[src/rtl/caches_pkg.sv]
// Shared types for the cache-to-memory interface: data word, RAM handshake
// state and the memory arbiter FSM encoding.
package caches_pkg;

    typedef logic [31:0] word_t;

    typedef enum logic [1:0] {
        FREE   = 2'd0,
        BUSY   = 2'd1,
        ACCESS = 2'd2,
        ERROR  = 2'd3
    } ramstate_t;

    typedef enum logic [1:0] {
        IDLE  = 2'd0,
        DSERV = 2'd1,
        ISERV = 2'd2
    } arb_state_t;

endpackage

[src/rtl/arb_sat_counter.sv]
// Saturating up-counter with synchronous clear. Clear has priority over
// increment; the count holds once it reaches MAX.
module arb_sat_counter #(
    parameter int               WIDTH = 8,
    parameter logic [WIDTH-1:0] MAX   = '1
) (
    input  logic             clk,
    input  logic             rst,
    input  logic             clr,
    input  logic             inc,
    output logic [WIDTH-1:0] cnt
);

    // count register: clear wins, otherwise step until saturated
    always_ff @(posedge clk or posedge rst) begin
        if (rst)
            cnt <= '0;
        else if (clr)
            cnt <= '0;
        else if (inc && (cnt != MAX))
            cnt <= cnt + 1'b1;
    end

endmodule

[src/rtl/cache_mem_arbiter.sv]
// Memory-side responder for the icache/dcache pair. Grants one requester at a
// time onto a single-ported variable-latency RAM. Data has priority; after
// STARVE_LIMIT data grants taken while an instruction fetch waits, the fetch
// is forced through. A service that sees no ACCESS/ERROR for TIMEOUT cycles
// completes as an error.
//
//   state | meaning
//   IDLE  | no RAM strobes, choose the next requester
//   DSERV | dcache request driven to RAM, waiting for ACCESS/ERROR
//   ISERV | icache request driven to RAM, waiting for ACCESS/ERROR
module cache_mem_arbiter
    import caches_pkg::*;
#(
    parameter int STARVE_LIMIT = 4,
    parameter int TIMEOUT      = 64
) (
    input  logic      CLK,
    input  logic      RST,
    input  logic      iREN,
    input  word_t     iaddr,
    input  logic      dREN,
    input  logic      dWEN,
    input  word_t     daddr,
    input  word_t     dstore,
    output logic      iwait,
    output logic      dwait,
    output word_t     iload,
    output word_t     dload,
    output logic      ramREN,
    output logic      ramWEN,
    output word_t     ramaddr,
    output word_t     ramstore,
    input  word_t     ramload,
    input  ramstate_t ramstate,
    output logic      bus_err,
    output logic      proto_err
);

    localparam int TW = (TIMEOUT > 1) ? $clog2(TIMEOUT) : 1;
    localparam int SW = $clog2(STARVE_LIMIT + 1);

    arb_state_t    state, next_state;
    logic [TW-1:0] tcnt;
    logic [SW-1:0] streak;
    logic          t_inc, t_clr, s_inc, s_clr;
    logic          d_req, forced, t_expired;

    assign d_req     = dREN | dWEN;
    assign forced    = iREN && (streak == SW'(STARVE_LIMIT));
    assign t_expired = (tcnt == TW'(TIMEOUT - 1));
    assign t_clr     = (state == IDLE);

    arb_sat_counter #(.WIDTH(TW), .MAX(TW'(TIMEOUT - 1))) u_tcnt (
        .clk (CLK),
        .rst (RST),
        .clr (t_clr),
        .inc (t_inc),
        .cnt (tcnt)
    );

    arb_sat_counter #(.WIDTH(SW), .MAX(SW'(STARVE_LIMIT))) u_streak (
        .clk (CLK),
        .rst (RST),
        .clr (s_clr),
        .inc (s_inc),
        .cnt (streak)
    );

    // state register
    always_ff @(posedge CLK or posedge RST) begin
        if (RST)
            state <= IDLE;
        else
            state <= next_state;
    end

    // sticky flag for a dcache asserting read and write together
    always_ff @(posedge CLK or posedge RST) begin
        if (RST)
            proto_err <= 1'b0;
        else if (dREN && dWEN)
            proto_err <= 1'b1;
    end

    // grant decision, RAM drive and completion; outputs follow cache inputs
    always_comb begin
        next_state = state;
        iwait      = 1'b1;
        dwait      = 1'b1;
        iload      = '0;
        dload      = '0;
        ramREN     = 1'b0;
        ramWEN     = 1'b0;
        ramaddr    = '0;
        ramstore   = '0;
        bus_err    = 1'b0;
        t_inc      = 1'b0;
        s_inc      = 1'b0;
        s_clr      = 1'b0;
        case (state)
            IDLE: begin
                if (d_req && !forced) begin
                    next_state = DSERV;
                    s_inc      = iREN;
                end else if (iREN) begin
                    next_state = ISERV;
                    s_clr      = 1'b1;
                end
                if (!iREN)
                    s_clr = 1'b1;
            end
            DSERV: begin
                if (!d_req) begin
                    next_state = IDLE;
                end else begin
                    ramaddr  = daddr;
                    ramstore = dstore;
                    ramWEN   = dWEN;
                    ramREN   = dREN & ~dWEN;
                    if (ramstate == ACCESS) begin
                        dwait      = 1'b0;
                        dload      = ramload;
                        next_state = IDLE;
                    end else if ((ramstate == ERROR) || t_expired) begin
                        dwait      = 1'b0;
                        bus_err    = 1'b1;
                        next_state = IDLE;
                    end else begin
                        t_inc = 1'b1;
                    end
                end
            end
            ISERV: begin
                if (!iREN) begin
                    next_state = IDLE;
                end else begin
                    ramaddr = iaddr;
                    ramREN  = 1'b1;
                    if (ramstate == ACCESS) begin
                        iwait      = 1'b0;
                        iload      = ramload;
                        next_state = IDLE;
                    end else if ((ramstate == ERROR) || t_expired) begin
                        iwait      = 1'b0;
                        bus_err    = 1'b1;
                        next_state = IDLE;
                    end else begin
                        t_inc = 1'b1;
                    end
                end
            end
            default: next_state = IDLE;
        endcase
    end

endmodule

[config.mk]
export PLATFORM = sky130hd
export DESIGN_NAME = cache_mem_arbiter
export DESIGN_NICKNAME = d
export VERILOG_FILES = /design/src/rtl/caches_pkg.sv /design/src/rtl/arb_sat_counter.sv /design/src/rtl/cache_mem_arbiter.sv
export SDC_FILE = /design/constraint.sdc
export NUM_CORES = 1
export LEC_CHECK = 0
export BUFFER_PORTS_ARGS = -buffer_cell sky130_fd_sc_hd__clkbuf_2
export CAP_MARGIN = 15
export CELL_PAD_IN_SITES_DETAIL_PLACEMENT = 1
export CELL_PAD_IN_SITES_GLOBAL_PLACEMENT = 2
export CORE_AREA = 2 2 127 129
export DETAILED_ROUTE_END_ITERATION = 6
export DIE_AREA = 0 0 129 131
export PLACE_DENSITY = 0.92
export SLEW_MARGIN = 40
export SYNTH_ARGS = -nofsm -noshare
export SYNTH_HDL_FRONTEND = slang
export SYNTH_HIERARCHICAL = 1
export SYNTH_SLANG_ARGS = --single-unit
[constraint.sdc]
create_clock -name CLK -period 2.39 [get_ports CLK]
set_clock_uncertainty 0.2 [all_clocks]
set_input_delay 0.1195 -clock CLK [delete_from_list [all_inputs] [get_ports CLK]]
set_output_delay 0.1195 -clock CLK [all_outputs]
set_load 0.1 [all_outputs]
; ---- Word-level counts from Yosys, hierarchy flattened
; Cells that the tools add are included.
[word_totals]
output_inout_bits = 134
word_cells = 73
register_bits = 12
[op_classes]
reduce_logical = 10
eq_ne = 9
bitwise = 3
muxes = 45
n_addsub = 2
[ops]
columns = op, count
row1 = 32-bit 2-to-1 mux, 9
row2 = 32-bit one-hot mux with 2 select lines, 1
row3 = 1-bit 2-to-1 mux, 21
row4 = 2-bit 2-to-1 mux, 6
row5 = 6-bit 2-to-1 mux, 2
row6 = "6-bit by 1-bit adder with 6-bit output, second input constant", 1
row7 = "2-bit == test, second input constant", 3
row8 = "6-bit == test, second input constant", 1
row9 = 3-bit 2-to-1 mux, 2
row10 = "6-bit inequality test, second input constant", 1
row11 = 1-bit one-hot mux with 2 select lines, 3
row12 = 2-bit one-hot mux with 3 select lines, 1
row13 = 1-bit logical AND, 5
row14 = 2-bit nonzero test, 2
row15 = "3-bit by 1-bit adder with 3-bit output, second input constant", 1
row16 = "3-bit == test, second input constant", 1
row17 = "3-bit by 2-bit inequality test with 1-bit output, second input constant", 1
row18 = "3-bit inequality test, second input constant", 1
row19 = "2-bit by 1-bit == test with 1-bit output, second input constant", 1
row20 = 2-bit logical NOT, 1
row21 = 1-bit AND, 1
row22 = 1-bit logical NOT, 1
row23 = 1-bit logical OR, 1
row24 = 1-bit inverter, 1
row25 = 1-bit OR, 1

; ---- Longest topological paths before layout
; Gate-level depths: netlist (run 1).
[logic_depth]
ltp_word = 9
ltp_mapped = 9

; ---- By module
; The synthesis (run 1) kept the hierarchy.
[by_module_without_submodules]
columns = module, area_each_um2, cells_per_inst, n_inst
row1 = cache_mem_arbiter, 1546.5, 227, 1
row2 = arb_sat_counter at u_tcnt, 370.4, 40, 1
row3 = arb_sat_counter at u_streak, 202.7, 18, 1

; ---- Least setup slack after synthesis (run 1)
; Ideal clock, no wire load.
[synth_path]
path_kind = register to output
from = register state[0]
to = output ramaddr[0]
t_required_ps = 2071
path_buffers = 2
slack_ps = -493
arrival_ps = 2564
path_stages_with_launch = 8
cell_sequence = dfrtp_1 -> inv_1 -> ha_1 -> and2_1 -> buf_4 -> buf_2 -> a22oi_1 -> nor2b_1
[synth_between]
elab_chain_cells = 2
word_cells_on_any_way = 3
[synth_lines]
columns = element, line
row1 = "start, declared", cache_mem_arbiter.sv:42  ; arb_state_t state, next_state;
row2 = "start signal, assigned", cache_mem_arbiter.sv:74  ; state <= next_state;
row3 = 2-bit == test or 2-bit by 1-bit == test with 1-bit output (tied branches), cache_mem_arbiter.sv:100  ; case (state)
row4 = 32-bit one-hot mux with 2 select lines *, cache_mem_arbiter.sv:100
row5 = "end, declared", cache_mem_arbiter.sv:31  ; output word_t ramaddr,
; Every way passes the cells marked *; elsewhere a longest branch is shown, timed or not.

; ---- Worst setup path after layout (run 1)
[layout_path]
from = register state[1]
to = output ramaddr[3]
; Same word-level chain as after synthesis.

==> impl_metrics.json, run 1 <==
{
  "grt_pass1_vias": 3253,
  "die_w_um": 129,
  "highest_layer": "met4",
  "gp_congestion": 0.769,
  "max_freq_mhz": 437,
  "powerDensity_nw_per_um2": 985,
  "layout_setup_ws_ns": 0.104,
  "num_vias": 3171,
  "antenna_cells": 0,
  "clockPowerShare_pct": 6.0,
  "initialDrtViolationCount": 68,
  "status": "finished, final reports clean",
  "syn_avg_cell_area_um2": 7.44,
  "hold_viol_final": 0,
  "p_sw_mw": 3.49,
  "routed_wl_mm": 12.2,
  "synth_edf_count": 0,
  "ir_drop_mv": 0.554,
  "yosysTopAreaCell": "and2_1",
  "htreeDepth": 1,
  "rows": 46,
  "syn_area_um2": 2120,
  "p_leak_nw": 2.58,
  "path_clk_slew_ns": 0.05,
  "synth_seq_cells": 12,
  "cts_sinks": 12,
  "finalCritPeriodShare_pct": 95.7,
  "p_sw_share_pct": 60.3,
  "die_h_um": 131,
  "endpoint_kind": "output pin",
  "start_util_pct": 13.6,
  "internal_power_mw": 2.30,
  "whs_ns": 0.0492,
  "critPathLaunchType": "flip-flop",
  "critPathRequiredTime_ns": 2.07,
  "wl_met3_mm": 1.21,
  "synthArstFlopShare_pct": 100,
  "dieArea_um2": 16900,
  "nets": 690,
  "synthMostInstantiatedCell": "and2_1",
  "vias_per_cell": 4.16,
  "drc": 0,
  "combPwrFrac_pct": 88.7,
  "whs_path_depth": 2,
  "wl_met2_mm": 6.56,
  "maxSlewViolCount": 0,
  "r2r.worst_path.cells": 7,
  "portBuffers": 268,
  "ioPinCount": 269,
  "synth_ff_type": "dfrtp_1",
  "wl_per_cell_um": 16.0,
  "yosys_warnings": 6,
  "grt_pass1_wl_mm": 17.0,
  "gr-total-overflow": 0,
  "total_power_mw": 5.79,
  "rsz0062_at_grt": "yes",
  "area_growth_pct": 177,
  "clockRootBuffer": "clkbuf_16",
  "postRouteAntennaNets": 0,
  "dpl.hpwl_mm": 10.1,
  "clk_latency_ns": 0.24,
  "synth_common_cells": "and2_1, nor2b_1, a22oi_1, dfrtp_1, inv_1",
  "drive_gt1_share_pct": 60.7,
  "grtUsageTotal_pct": 12.7,
  "coreArea_um2": 15600,
  "synth_top_area_share_pct": 29.2,
  "max_cap_violations": 0,
  "cts_max_path_buffers": 2,
  "drt-met1-wl_mm": 4.36,
  "fin_tns_setup_ns": 0,
  "synth_area_leaders": "and2_1, dfrtp_1, a22oi_1",
  "min_path_type": "input port to flip-flop",
  "antenna_found_initial": 0,
  "cts_setup_buffers": 0,
  "tightest_slew_ns": 0.586,
  "first_pass_iters": 4,
  "syn_inst": 285,
  "slew_headroom_pct": 61.1,
  "critPathMaxFanout": 64,
  "grt_max_degree": 65,
  "crit_type": "flip-flop to output pin",
  "syn_nets": 427,
  "ys_types": 45,
  "crit_arrival_ns": 1.97,
  "cts_tree": "built",
  "setup_viol": 0,
  "synth_seq_area_share_pct": 14.2,
  "cts_buffers": 3,
  "finalCriticalPeriod_ns": 2.29,
  "pwr-share-seq_pct": 5.3,
  "dp_slack_ns": 0.233
}
## state kept, by name, summed over array words and instances, names as in the netlist
register and count:
state 2, proto_err 1, u_streak/cnt 3, u_tcnt/cnt 6
## metal layers
layer,track usage (%),vias to the layer above
met1,13.6,1475
li1,-,1500
met4,1.41,0
met3,4.60,6
met2,24.8,190
met5,0,-
## cell families after synthesis
| group | synth area share, % |
|---|---|
| fa+ha+maj | 4.13 |
| simple gates | 52.2 |
| buf+inv | 7.91 |
| flops | 14.2 |
| compound gates | 20.4 |
| mux | 1.18 |
## placed cells by master, fill, tap and decap left out, drive strengths merged, types with 3 or more instances in the layout
master,count
clkbuf,145
buf,137
and2,99
nor2b,35
a22oi,32
dfrtp,12
inv,9
nand2,8
nor2,7
ha,7
o211ai,5
nand4,4
and3b,4
nand2b,3
a31oi,3
a21oi,3
nor3,3
## power by group through the flow
stage / clock network [mW] / registers, mW / logic (mW)
after floorplan: 0 / 0.290 / 3.33
after global placement: 0 / 0.305 / 5.09
after detailed placement: 0 / 0.310 / 5.14
after CTS: 0.352 / 0.307 / 5.15
after global routing: 0.363 / 0.317 / 5.34
final: 0.345 / 0.309 / 5.13
## repair_timing
action	in CTS	in global routing
hold buffers	1	0
endpoints found under the hold margin	12	0
setup endpoints to repair	20	60
pin swaps	0	1
gates resized for setup	1	17
gates cloned	0	2
## worst max-delay path, stage by stage (launching register included)
cell	delay [ns]
dfrtp_1	0.41
inv_1	0.10
ha_1	0.18
o21a_2	0.20
buf_12	0.23
a22oi_1	0.14
nor2b_2	0.19
buf_12	0.19
## metrics by stage
stage,utilization (%),cells,instance area (µm²)
2_1_floorplan,-,285,2200
3_3_place_gp,36.5,756,5700
3_5_place_dp,36.5,756,5700
4_1_cts,37.2,761,5800
5_1_grt,37.7,763,5870
6_report,37.7,763,5870
## area by class of cell
type	count	area, µm²
sequential	12	300
clock buffer	4	88.8
multi-input combinational	243	1770
timing repair buffer	279	3410
tap	216	270
fill	1766	9720
inverter	9	33.8
## path summary, 6_finish.rpt
check | start | end | slack, ns
worst max-delay path | state[1] | ramaddr[3] | 0.10
worst min-delay path | dREN | proto_err | 0.05
worst max register to register | state[0] | u_tcnt/cnt[5] | 0.31
worst min register to register | u_tcnt/cnt[5] | u_tcnt/cnt[5] | 0.33
max in group asynchronous | RST | u_tcnt/cnt[4] | 1.62
min in group asynchronous | RST | u_streak/cnt[1] | 0.10
No activity file was read; power rests on OpenSTA's default activity.
==> run 2, diff against run 1 <==
==> constraint.sdc (replaced) <==
create_clock -name CLK -period 2.2 [get_ports CLK]
set_clock_uncertainty 0.2 [all_clocks]
set_input_delay 0.11 -clock CLK [delete_from_list [all_inputs] [get_ports CLK]]
set_output_delay 0.11 -clock CLK [all_outputs]
set_load 0.1 [all_outputs]
==> run 2 against run 1 <==
Net effect:
- critical endpoint is now iload[17]
- combinational power up 21%
- hold slack worse by 0.036 ns
- sequential cell count unchanged
- first-iteration DRC count up 32%
- utilization up 4.4 points
- power up 20%
- the run now ends with setup timing left
==> impl_metrics.json, run 2 (synthesis results as in run 1) <==
{
  "status": "finished with violations",
  "violations": "setup timing",
  "clk_latency_ns": 0.25,
  "area_growth_pct": 209,
  "multiInputGateArea_um2": 2150,
  "endpoint_kind": "output pin",
  "critPathRequiredTime_ns": 1.89,
  "ir_drop_mv": 0.786,
  "htreeDepth": 1,
  "grt_max_degree": 56,
  "clockRootBuffer": "clkbuf_16",
  "grt_util_met2_pct": 26.7,
  "whs_path_depth": 2,
  "critPathMaxFanout": 8,
  "largest_reg_flops": 6,
  "slew_headroom_pct": 61.1,
  "cts_tree": "built",
  "stdcell_area_um2": 6550,
  "portBuffers": 268,
  "first_pass_iters": 3,
  "setup_viol": 3,
  "gp_congestion": 0.787,
  "antenna_found_initial": 0,
  "postPlaceCellArea_um2": 5970,
  "max_freq_mhz": 450,
  "hold_viol_final": 0,
  "seqCellArea_um2": 302,
  "num_vias": 3249,
  "grt_busiest_layer": "met2",
  "layout_commonest_cell": "buf_12",
  "maxSlewViolCount": 0,
  "cts_max_path_buffers": 2,
  "crit_arrival_ns": 1.91,
  "routed_wl_mm": 13.2,
  "whs_ns": 0.0130,
  "regMostFlops": "u_tcnt/cnt",
  "grt_pass1_vias": 3290,
  "dp_slack_ns": 0.0994,
  "crit_type": "flip-flop to output pin",
  "powerDensity_nw_per_um2": 1060,
  "finalCriticalPeriod_ns": 2.22,
  "top_regs": "u_tcnt/cnt: 6 flops, u_streak/cnt: 3 flops, state: 2 flops",
  "postRouteAntennaNets": 0,
  "drc": 0,
  "antenna_cells": 0,
  "dieArea_um2": 16900,
  "grt_pass1_wl_mm": 17.9,
  "grtUsageTotal_pct": 13.4,
  "start_util_pct": 13.6,
  "cts_sinks": 12,
  "gr-total-overflow": 0,
  "dpl.hpwl_mm": 10.1,
  "path_clk_slew_ns": 0.05,
  "met3_usage_pct": 3.26,
  "final_cell_mix": "buf_12, clkbuf_2, and2_4",
  "vias_per_cell": 4.17,
  "p_leak_nw": 2.89,
  "coreArea_um2": 15600,
  "total_power_mw": 6.93,
  "critPathLaunchType": "flip-flop",
  "ioPinCount": 269,
  "num-fill-cells": 1695,
  "layout_setup_ws_ns": -0.0200,
  "rows": 46,
  "die_h_um": 131,
  "max_cap_violations": 0,
  "die_w_um": 129,
  "r2r.worst_path.cells": 8,
  "finalCritPeriodShare_pct": 101,
  "fin_tns_setup_ns": -0.0237,
  "tightest_slew_ns": 0.586,
  "rsz0062_at_grt": "yes",
  "min_path_type": "input port to flip-flop",
  "wl_per_cell_um": 16.9,
  "drive_gt1_share_pct": 81.7,
  "nets": 707,
  "grt.met1_usage_pct": 14.3,
  "initialDrtViolationCount": 90,
  "cts_buffers": 3
}
run 2: changes by cell type in the layout (fill, tap and decap cells not counted), moves of 3 or more:
cell,delta
nor2b_4,+18
buf_6,+4
buf_4,+5
nor2b_2,-18
and2_4,+47
a22oi_1,-15
a22oi_2,+15
clkbuf_4,-3
buf_12,+6
and3b_2,+3
and2_2,+45
and2_1,-92
clkbuf_16,+5
run 2: power by group:
part | switching [mW] | internal (mW) | total (mW) | leakage [nW]
clock | 0.107 | 0.275 | 0.382 | 0.0442
sequential | 0.0634 | 0.268 | 0.332 | 0.156
combinational | 3.80 | 2.41 | 6.22 | 2.69
run 2: layout make-up:
type                    count  share of cell area (%)
clock buffers               4                    1.36
flip-flops and latches     12                    4.60
well taps                 216                    4.12
multi-input cells         244                    32.8
inverters                   9                   0.515
repair buffers            295                    56.6
run 2: timing repair:
action | CTS | global route
pin swaps | 9 | 49
setup endpoints to repair | 96 | 81
setup buffers | 3 | 7
gates resized for setup | 23 | 60
hold endpoints to repair | 12 | 0
hold buffers | 1 | 0
cloned | 3 | 7
run 2: through the flow:
step                std cells  utilization [%]
finish                    780             42.0
global route              780             42.0
CTS                       767             40.1
detailed placement        756             38.3
global placement          756             38.3
floorplan                 285                -
run 2: routing by layer:
layer / vias to the layer above / part of all wire, %
met5: - / 0
met4: 0 / 1.3
met3: 10 / 8.0
met2: 183 / 56
met1: 1518 / 35
li1: 1538 / -
run 2: final timing paths:
| path | slack, ns | from | endpoint |
|---|---|---|---|
| hold / removal | 0.01 | dREN | proto_err |
| hold reg to reg | 0.26 | proto_err | proto_err |
| max in group asynchronous | 1.43 | RST | u_tcnt/cnt[3] |
| setup reg to reg | 0.08 | state[1] | u_tcnt/cnt[5] |
| min in group asynchronous | 0.10 | RST | u_streak/cnt[0] |
| setup / recovery | -0.02 | state[1] | iload[17] |
run 2: worst max-delay path, stage by stage, from the launching register on:
cell and delay [ns]:
dfrtp_2 0.43, buf_6 0.13, ha_4 0.15, and2_4 0.20, and3b_2 0.25, clkbuf_16 0.17
and2_4 0.16, buf_12 0.16
